<file path="src/rtl/axis_s2mm_rr_arbiter_if.sv">
// Stream and dual FWFT FIFO bundle for axis_s2mm_rr_arbiter.
// The master modport is the arbiter side. The slave modport is the FIFO/DMA side.
interface axis_s2mm_rr_arbiter_if #(
  parameter int C_M_AXIS_TDATA_WIDTH = 32,
  parameter int C_FIFO_CNT_WIDTH     = 12
);
  logic [C_M_AXIS_TDATA_WIDTH-1:0]   FIFO0_DATA;
  logic [C_M_AXIS_TDATA_WIDTH-1:0]   FIFO1_DATA;
  logic [C_FIFO_CNT_WIDTH-1:0]       FIFO0_RD_COUNT;
  logic [C_FIFO_CNT_WIDTH-1:0]       FIFO1_RD_COUNT;
  logic                              FIFO0_RD_EN;
  logic                              FIFO1_RD_EN;
  logic                              M_AXIS_TVALID;
  logic [C_M_AXIS_TDATA_WIDTH-1:0]   M_AXIS_TDATA;
  logic [C_M_AXIS_TDATA_WIDTH/8-1:0] M_AXIS_TSTRB;
  logic                              M_AXIS_TLAST;
  logic                              M_AXIS_TREADY;

  modport master (
    input  FIFO0_DATA, FIFO1_DATA, FIFO0_RD_COUNT, FIFO1_RD_COUNT, M_AXIS_TREADY,
    output FIFO0_RD_EN, FIFO1_RD_EN, M_AXIS_TVALID, M_AXIS_TDATA, M_AXIS_TSTRB, M_AXIS_TLAST
  );

  modport slave (
    output FIFO0_DATA, FIFO1_DATA, FIFO0_RD_COUNT, FIFO1_RD_COUNT, M_AXIS_TREADY,
    input  FIFO0_RD_EN, FIFO1_RD_EN, M_AXIS_TVALID, M_AXIS_TDATA, M_AXIS_TSTRB, M_AXIS_TLAST
  );
endinterface

</file>
<file path="src/rtl/axis_s2mm_rr_arbiter.sv">
// Round-robin packet arbiter: two FWFT FIFOs onto one AXIS master. A packet is granted one ARB cycle after a full packet is buffered.
// TREADY stalls the packet without ever dropping TVALID. Defining S2MM_ARB_HEADER_EN prefixes each packet with a {ch, count} header beat.
module axis_s2mm_rr_arbiter #(
  parameter int C_M_AXIS_TDATA_WIDTH = 32,
  parameter int C_PKT_WORDS          = 1024,
  parameter int C_FIFO_CNT_WIDTH     = 12
) (
  input  logic                          M_AXIS_ACLK,
  input  logic                          M_AXIS_ARESETN,
  input  logic                          ENABLE,
  axis_s2mm_rr_arbiter_if.master        bus,
  output logic                          CH_ID,
  output logic [31:0]                   PKT_CNT0,
  output logic [31:0]                   PKT_CNT1
);

  localparam int BW = (C_PKT_WORDS > 2) ? $clog2(C_PKT_WORDS) : 1;
  localparam logic [BW-1:0] PRE_LAST = BW'(C_PKT_WORDS - 2);

`ifdef S2MM_ARB_HEADER_EN
  typedef enum logic [1:0] {ST_IDLE = 2'd0, ST_ARB = 2'd1, ST_SEND = 2'd2, ST_HDR = 2'd3} state_t;
`else
  typedef enum logic [1:0] {ST_IDLE = 2'd0, ST_ARB = 2'd1, ST_SEND = 2'd2} state_t;
`endif

  state_t        state_q, state_d;
  logic          tvalid_q, tvalid_d;
  logic          tlast_q, tlast_d;
  logic          ch_id_q, ch_id_d;
  logic          prio_q, prio_d;
  logic [BW-1:0] beat_q, beat_d;
  logic [31:0]   pkt_cnt0_q, pkt_cnt0_d;
  logic [31:0]   pkt_cnt1_q, pkt_cnt1_d;

  logic hs;
  logic elig0;
  logic elig1;
  logic grant;
  logic send_hs;
  logic [C_M_AXIS_TDATA_WIDTH-1:0] tdata;

  assign hs    = tvalid_q & bus.M_AXIS_TREADY;
  assign elig0 = 32'(bus.FIFO0_RD_COUNT) >= 32'(C_PKT_WORDS);
  assign elig1 = 32'(bus.FIFO1_RD_COUNT) >= 32'(C_PKT_WORDS);

  always_comb begin
    state_d    = state_q;
    tvalid_d   = tvalid_q;
    tlast_d    = tlast_q;
    ch_id_d    = ch_id_q;
    prio_d     = prio_q;
    beat_d     = beat_q;
    pkt_cnt0_d = pkt_cnt0_q;
    pkt_cnt1_d = pkt_cnt1_q;
    grant      = 1'b0;
    case (state_q)
      ST_IDLE: begin
        if (ENABLE) state_d = ST_ARB;
      end
      ST_ARB: begin
        // On a tie, prio_q names the channel that was not served last.
        grant = (elig0 && elig1) ? prio_q : elig1;
        if (!ENABLE) begin
          state_d = ST_IDLE;
        end else if (elig0 || elig1) begin
          ch_id_d  = grant;
          beat_d   = '0;
          tvalid_d = 1'b1;
          tlast_d  = 1'b0;
`ifdef S2MM_ARB_HEADER_EN
          state_d  = ST_HDR;
`else
          state_d  = ST_SEND;
`endif
        end
      end
`ifdef S2MM_ARB_HEADER_EN
      ST_HDR: begin
        if (hs) state_d = ST_SEND;
      end
`endif
      ST_SEND: begin
        if (hs) begin
          if (tlast_q) begin
            if (ch_id_q) pkt_cnt1_d = pkt_cnt1_q + 32'd1;
            else         pkt_cnt0_d = pkt_cnt0_q + 32'd1;
            prio_d   = ~ch_id_q;
            tvalid_d = 1'b0;
            tlast_d  = 1'b0;
            state_d  = ENABLE ? ST_ARB : ST_IDLE;
          end else begin
            beat_d  = beat_q + 1'b1;
            tlast_d = (beat_q == PRE_LAST);
          end
        end
      end
      default: begin
        state_d  = ST_IDLE;
        tvalid_d = 1'b0;
        tlast_d  = 1'b0;
      end
    endcase
  end

  always_ff @(posedge M_AXIS_ACLK or negedge M_AXIS_ARESETN) begin
    if (!M_AXIS_ARESETN) begin
      state_q    <= ST_IDLE;
      tvalid_q   <= 1'b0;
      tlast_q    <= 1'b0;
      ch_id_q    <= 1'b0;
      prio_q     <= 1'b0;
      beat_q     <= '0;
      pkt_cnt0_q <= '0;
      pkt_cnt1_q <= '0;
    end else begin
      state_q    <= state_d;
      tvalid_q   <= tvalid_d;
      tlast_q    <= tlast_d;
      ch_id_q    <= ch_id_d;
      prio_q     <= prio_d;
      beat_q     <= beat_d;
      pkt_cnt0_q <= pkt_cnt0_d;
      pkt_cnt1_q <= pkt_cnt1_d;
    end
  end

  always_comb begin
    tdata = ch_id_q ? bus.FIFO1_DATA : bus.FIFO0_DATA;
`ifdef S2MM_ARB_HEADER_EN
    // Header carries the pre-increment count of the granted channel.
    if (state_q == ST_HDR) begin
      tdata        = '0;
      tdata[31]    = ch_id_q;
      tdata[30:0]  = ch_id_q ? pkt_cnt1_q[30:0] : pkt_cnt0_q[30:0];
    end
`endif
  end

  // Only data beats pop. The header beat never does.
  assign send_hs = (state_q == ST_SEND) & hs;

  assign bus.FIFO0_RD_EN   = send_hs & ~ch_id_q;
  assign bus.FIFO1_RD_EN   = send_hs &  ch_id_q;
  assign bus.M_AXIS_TVALID = tvalid_q;
  assign bus.M_AXIS_TLAST  = tlast_q;
  assign bus.M_AXIS_TDATA  = tdata;
  assign bus.M_AXIS_TSTRB  = '1;
  assign CH_ID             = ch_id_q;
  assign PKT_CNT0          = pkt_cnt0_q;
  assign PKT_CNT1          = pkt_cnt1_q;

endmodule

</file>
<file path="src/flat_wrapper.sv">
// flat-port wrapper written by rule: the top's interface ports become plain ports
module axis_s2mm_rr_arbiter_flat 
#(
  parameter int C_M_AXIS_TDATA_WIDTH = 32,
  parameter int C_PKT_WORDS          = 1024,
  parameter int C_FIFO_CNT_WIDTH     = 12
)
  (M_AXIS_ACLK, M_AXIS_ARESETN, ENABLE, CH_ID, PKT_CNT0, PKT_CNT1, bus_FIFO0_DATA, bus_FIFO1_DATA, bus_FIFO0_RD_COUNT, bus_FIFO1_RD_COUNT, bus_M_AXIS_TREADY, bus_FIFO0_RD_EN, bus_FIFO1_RD_EN, bus_M_AXIS_TVALID, bus_M_AXIS_TDATA, bus_M_AXIS_TSTRB, bus_M_AXIS_TLAST);
  axis_s2mm_rr_arbiter_if #(.C_M_AXIS_TDATA_WIDTH(C_M_AXIS_TDATA_WIDTH), .C_FIFO_CNT_WIDTH(C_FIFO_CNT_WIDTH)) bus_i ();
  input  logic M_AXIS_ACLK;
  input  logic M_AXIS_ARESETN;
  input  logic ENABLE;
  output logic CH_ID;
  output logic [31:0] PKT_CNT0;
  output logic [31:0] PKT_CNT1;
  input wire logic [$bits(bus_i.FIFO0_DATA)-1:0] bus_FIFO0_DATA;
  input wire logic [$bits(bus_i.FIFO1_DATA)-1:0] bus_FIFO1_DATA;
  input wire logic [$bits(bus_i.FIFO0_RD_COUNT)-1:0] bus_FIFO0_RD_COUNT;
  input wire logic [$bits(bus_i.FIFO1_RD_COUNT)-1:0] bus_FIFO1_RD_COUNT;
  input wire logic [$bits(bus_i.M_AXIS_TREADY)-1:0] bus_M_AXIS_TREADY;
  output wire logic [$bits(bus_i.FIFO0_RD_EN)-1:0] bus_FIFO0_RD_EN;
  output wire logic [$bits(bus_i.FIFO1_RD_EN)-1:0] bus_FIFO1_RD_EN;
  output wire logic [$bits(bus_i.M_AXIS_TVALID)-1:0] bus_M_AXIS_TVALID;
  output wire logic [$bits(bus_i.M_AXIS_TDATA)-1:0] bus_M_AXIS_TDATA;
  output wire logic [$bits(bus_i.M_AXIS_TSTRB)-1:0] bus_M_AXIS_TSTRB;
  output wire logic [$bits(bus_i.M_AXIS_TLAST)-1:0] bus_M_AXIS_TLAST;
  assign bus_i.FIFO0_DATA = bus_FIFO0_DATA;
  assign bus_i.FIFO1_DATA = bus_FIFO1_DATA;
  assign bus_i.FIFO0_RD_COUNT = bus_FIFO0_RD_COUNT;
  assign bus_i.FIFO1_RD_COUNT = bus_FIFO1_RD_COUNT;
  assign bus_i.M_AXIS_TREADY = bus_M_AXIS_TREADY;
  assign bus_FIFO0_RD_EN = bus_i.FIFO0_RD_EN;
  assign bus_FIFO1_RD_EN = bus_i.FIFO1_RD_EN;
  assign bus_M_AXIS_TVALID = bus_i.M_AXIS_TVALID;
  assign bus_M_AXIS_TDATA = bus_i.M_AXIS_TDATA;
  assign bus_M_AXIS_TSTRB = bus_i.M_AXIS_TSTRB;
  assign bus_M_AXIS_TLAST = bus_i.M_AXIS_TLAST;
  axis_s2mm_rr_arbiter #(.C_M_AXIS_TDATA_WIDTH(C_M_AXIS_TDATA_WIDTH), .C_PKT_WORDS(C_PKT_WORDS), .C_FIFO_CNT_WIDTH(C_FIFO_CNT_WIDTH)) u_core (.M_AXIS_ACLK(M_AXIS_ACLK), .M_AXIS_ARESETN(M_AXIS_ARESETN), .ENABLE(ENABLE), .bus(bus_i), .CH_ID(CH_ID), .PKT_CNT0(PKT_CNT0), .PKT_CNT1(PKT_CNT1));
endmodule
</file>
<file path="config.mk">
export PLATFORM = sky130hd
export DESIGN_NAME = axis_s2mm_rr_arbiter_flat
export DESIGN_NICKNAME = d
export VERILOG_FILES = /design/src/rtl/axis_s2mm_rr_arbiter_if.sv /design/src/rtl/axis_s2mm_rr_arbiter.sv /design/src/flat_wrapper.sv
export SDC_FILE = /design/constraint.sdc
export NUM_CORES = 1
export LEC_CHECK = 0
export ABC_CLOCK_PERIOD_IN_PS = 2300
export BUFFER_PORTS_ARGS = -buffer_cell sky130_fd_sc_hd__buf_2
export CORE_MARGIN = 2
export CORE_UTILIZATION = 47
export CTS_BUF_LIST = sky130_fd_sc_hd__clkbuf_8 sky130_fd_sc_hd__clkbuf_16
export DETAILED_ROUTE_END_ITERATION = 10
export GPL_ROUTABILITY_DRIVEN = 1
export PLACE_DENSITY = 0.81
export SYNTH_ARGS = -nofsm -noshare
export SYNTH_HDL_FRONTEND = slang
export SYNTH_SLANG_ARGS = --single-unit
</file>
<file path="constraint.sdc">
create_clock -name M_AXIS_ACLK -period 2.3 [get_ports M_AXIS_ACLK]
set_input_delay 0.46 -clock M_AXIS_ACLK [delete_from_list [all_inputs] [get_ports M_AXIS_ACLK]]
set_output_delay 0.46 -clock M_AXIS_ACLK [all_outputs]
set_load 0.05 [all_outputs]
</file>
==> out/results.tsv <==
metric	value	unit
Core Rows	34	
clk root buf	clkbuf_8	
Max-slew headroom	0.619	
setup TNS	0	ns
syn_area_per_cell	10.5	um2
commonest non-fill, non-tap cells in the layout	buf_2, dfrtp_1, nand2_1, xnor2_1, mux2_2	
met3 wire length	686	um
Yosys warning count	0	
Met2 Wirelength	5.47	mm
Fmax	457	MHz
clk_lat worst skew	0.35	ns
RSZ-0062 raised after global routing	no	
clock buffer depth	2	
final hold viol count	0	
M1 WL	4.38	mm
Final setup viols	0	
R2R Setup Slk	0.26	ns
crit path max fanout	36	
CTS clk-pin slew, worst paths	0.08	ns
Hold WS	0.0971	ns
drt pass-1 iters	4	
Port Buffers	172	
Setup WS post-layout	0.112	ns
Seq/Total Area, Yosys	0.479	
layout-stage area growth over the synthesis result	30.5	%
CP Data Required Time	1.84	ns
share of Yosys cell area claimed by the top area cell type	0.479	
worst-path cell chain	buf_6 -> mux2_2 -> buf_2	
Place WS	0.192	ns
Async SR Flop Fraction	1.00	
mapped cell area	4180	um2
CP peak stage delay	0.47	ns
number of enable flip-flop cells after synthesis	0	
Die H	98.3	um
crit path kind	reg2out	
Final Skew	0.0173	ns
fin crit period	2.19	ns
Post-Synthesis Cells	398	
crit end category	output port	
RePlAce Congestion	0.838	
FF-to-FF Start	u_core.state_q[1]	
RR Endpoint	u_core.PKT_CNT1[26]	
Yosys cell types	45	
Total Routing Usage GR	0.228	
Nets	680	
cell accounting for the most synthesized area	dfrtp_1	
WL final	10.9	mm
synthesized flop and latch total	80	
Top Layer Used	met4	
Wirelength per Cell	15.6	um
Final Slew Violations	0	
layout cells sized above 1	0.418	
Register-to-Register Path Depth	6	
period utilization	0.951	
CTS Buf Count	9	
status	finished clean	
drc violations	0	
Max Cap Viol	0	
Hold Path Class	in2async	
most common flop cell mapped by yosys	dfrtp_1	
grt total ovfl	0	
Max H-tree Level	3	
drt via density	5.28	
initial antenna violation count	0	
Core Area	8680	um2
PD cells	791	nW/um2
via count	3676	
CTS tree	yes	
worst vdd ir	0.000946	V
vias in the first global route	3695	
first-pass GRT wire length	17.8	mm
die area	9650	um2
ant diodes	0	
Data arrival, critical path	1.73	ns
Die Wd	98.3	um
CTS sink cnt	80	
critical path's slowest cell	dfrtp_2	
starting density of the core	0.481	
pin count of the biggest net entering global routing	45	
Slew @ Worst Pin	0.567	ns
most common cell after layout, fill and taps aside	buf_2	
Iteration-0 DRC Markers	101	
post-DP HPWL	8.52	mm
Pleak	0.00286	uW
largest cells by area after synthesis	dfrtp_1, mux2_2, xnor2_1	
DRT antenna net count	0	
CP Launch Type	register	
# IOs	197	
==> per-stage QoR <==
step	std cells	power (uW)	instance area [um2]	util
after global routing	696	4490	5450	0.628
after CTS	696	4340	5450	0.628
after detailed placement	681	3190	5230	0.602
after global placement	681	3170	5230	0.602
final	696	4310	5450	0.628
after floorplan	401	2810	4190	-
==> sequential cells by signal (all words and copies together), names as in the netlist <==
| signal | count |
|---|---|
| u_core.PKT_CNT0 | 32 |
| u_core.PKT_CNT1 | 32 |
| u_core.state_q | 2 |
| u_core.bus.M_AXIS_TLAST | 1 |
| u_core.CH_ID | 1 |
| u_core.prio_q | 1 |
| u_core.beat_q | 10 |
| u_core.bus.M_AXIS_TVALID | 1 |
==> synth_stat cells (2+ instances only) <==
master and count:
a21oi_1 4, a31oi_1 4, and2_1 5, and3_1 9, and4_1 7, buf_4 4
clkbuf_1 6, dfrtp_1 80, ha_1 4, inv_1 8, mux2_2 34, nand2_1 44
nand3_1 24, nand4_1 19, nor2_1 28, nor2_2 3, nor3_1 8, nor4_1 6
o21a_1 2, o21ai_0 10, or4_4 2, xnor2_1 39, xor2_1 26
==> critical path, delay by kind of cell (launching register included) <==
family | cells | cell delay (ns)
flops | 1 | 0.47
buf+inv | 2 | 0.53
mux | 1 | 0.38
==> power by group <==
group	internal, uW	switching, uW	leakage, uW
logic	490	1120	0.00167
clock network	635	509	0.000108
registers	1460	102	0.00109
total	2580	1730	0.00286
==> layer usage <==
layer,vias up,GRT usage
met2,152,0.396
met5,-,0
met3,23,0.0437
met4,0,0.101
li1,1767,-
met1,1734,0.277
==> kinds of logic after synthesis <==
kind of cell    count (synthesis)  synth area share
compound gates                 25            0.0357
xor+xnor                       65             0.136
fa+ha+maj                       4            0.0120
buf+inv                        20            0.0219
flops                          80             0.479
mux                            34            0.0917
other cells                     1          0.000898
simple gates                  169             0.222
==> how the worst max path moves through the flow <==
stage	startpoint	endpoint	depth (start not counted)
3_3_place_gp	bus_M_AXIS_TREADY	u_core.PKT_CNT1[26]	7
4_1_cts	u_core.CH_ID	bus_M_AXIS_TDATA[14]	3
3_5_place_dp	bus_M_AXIS_TREADY	u_core.PKT_CNT1[26]	7
2_1_floorplan	u_core.CH_ID	bus_M_AXIS_TDATA[14]	3
6_report	u_core.CH_ID	bus_M_AXIS_TDATA[21]	3
5_1_grt	u_core.state_q[1]	u_core.PKT_CNT1[26]	6
==> final cells by class <==
cell class / instances / area, um2
fill: 745 / 3230
multi-input combinational: 301 / 2090
sequential: 80 / 2000
timing repair buffer: 184 / 970
clock buffer: 10 / 138
tap: 108 / 135
clock inverter: 5 / 81.3
inverter: 8 / 30.0
==> repair_timing <==
item / 4_1_cts / 5_1_grt
setup buffers: 0 / 0
hold buffers: 0 / 0
resized for setup: 0 / 1
setup endpoints to repair: 0 / 32
Power figures use the tool's default switching activity.
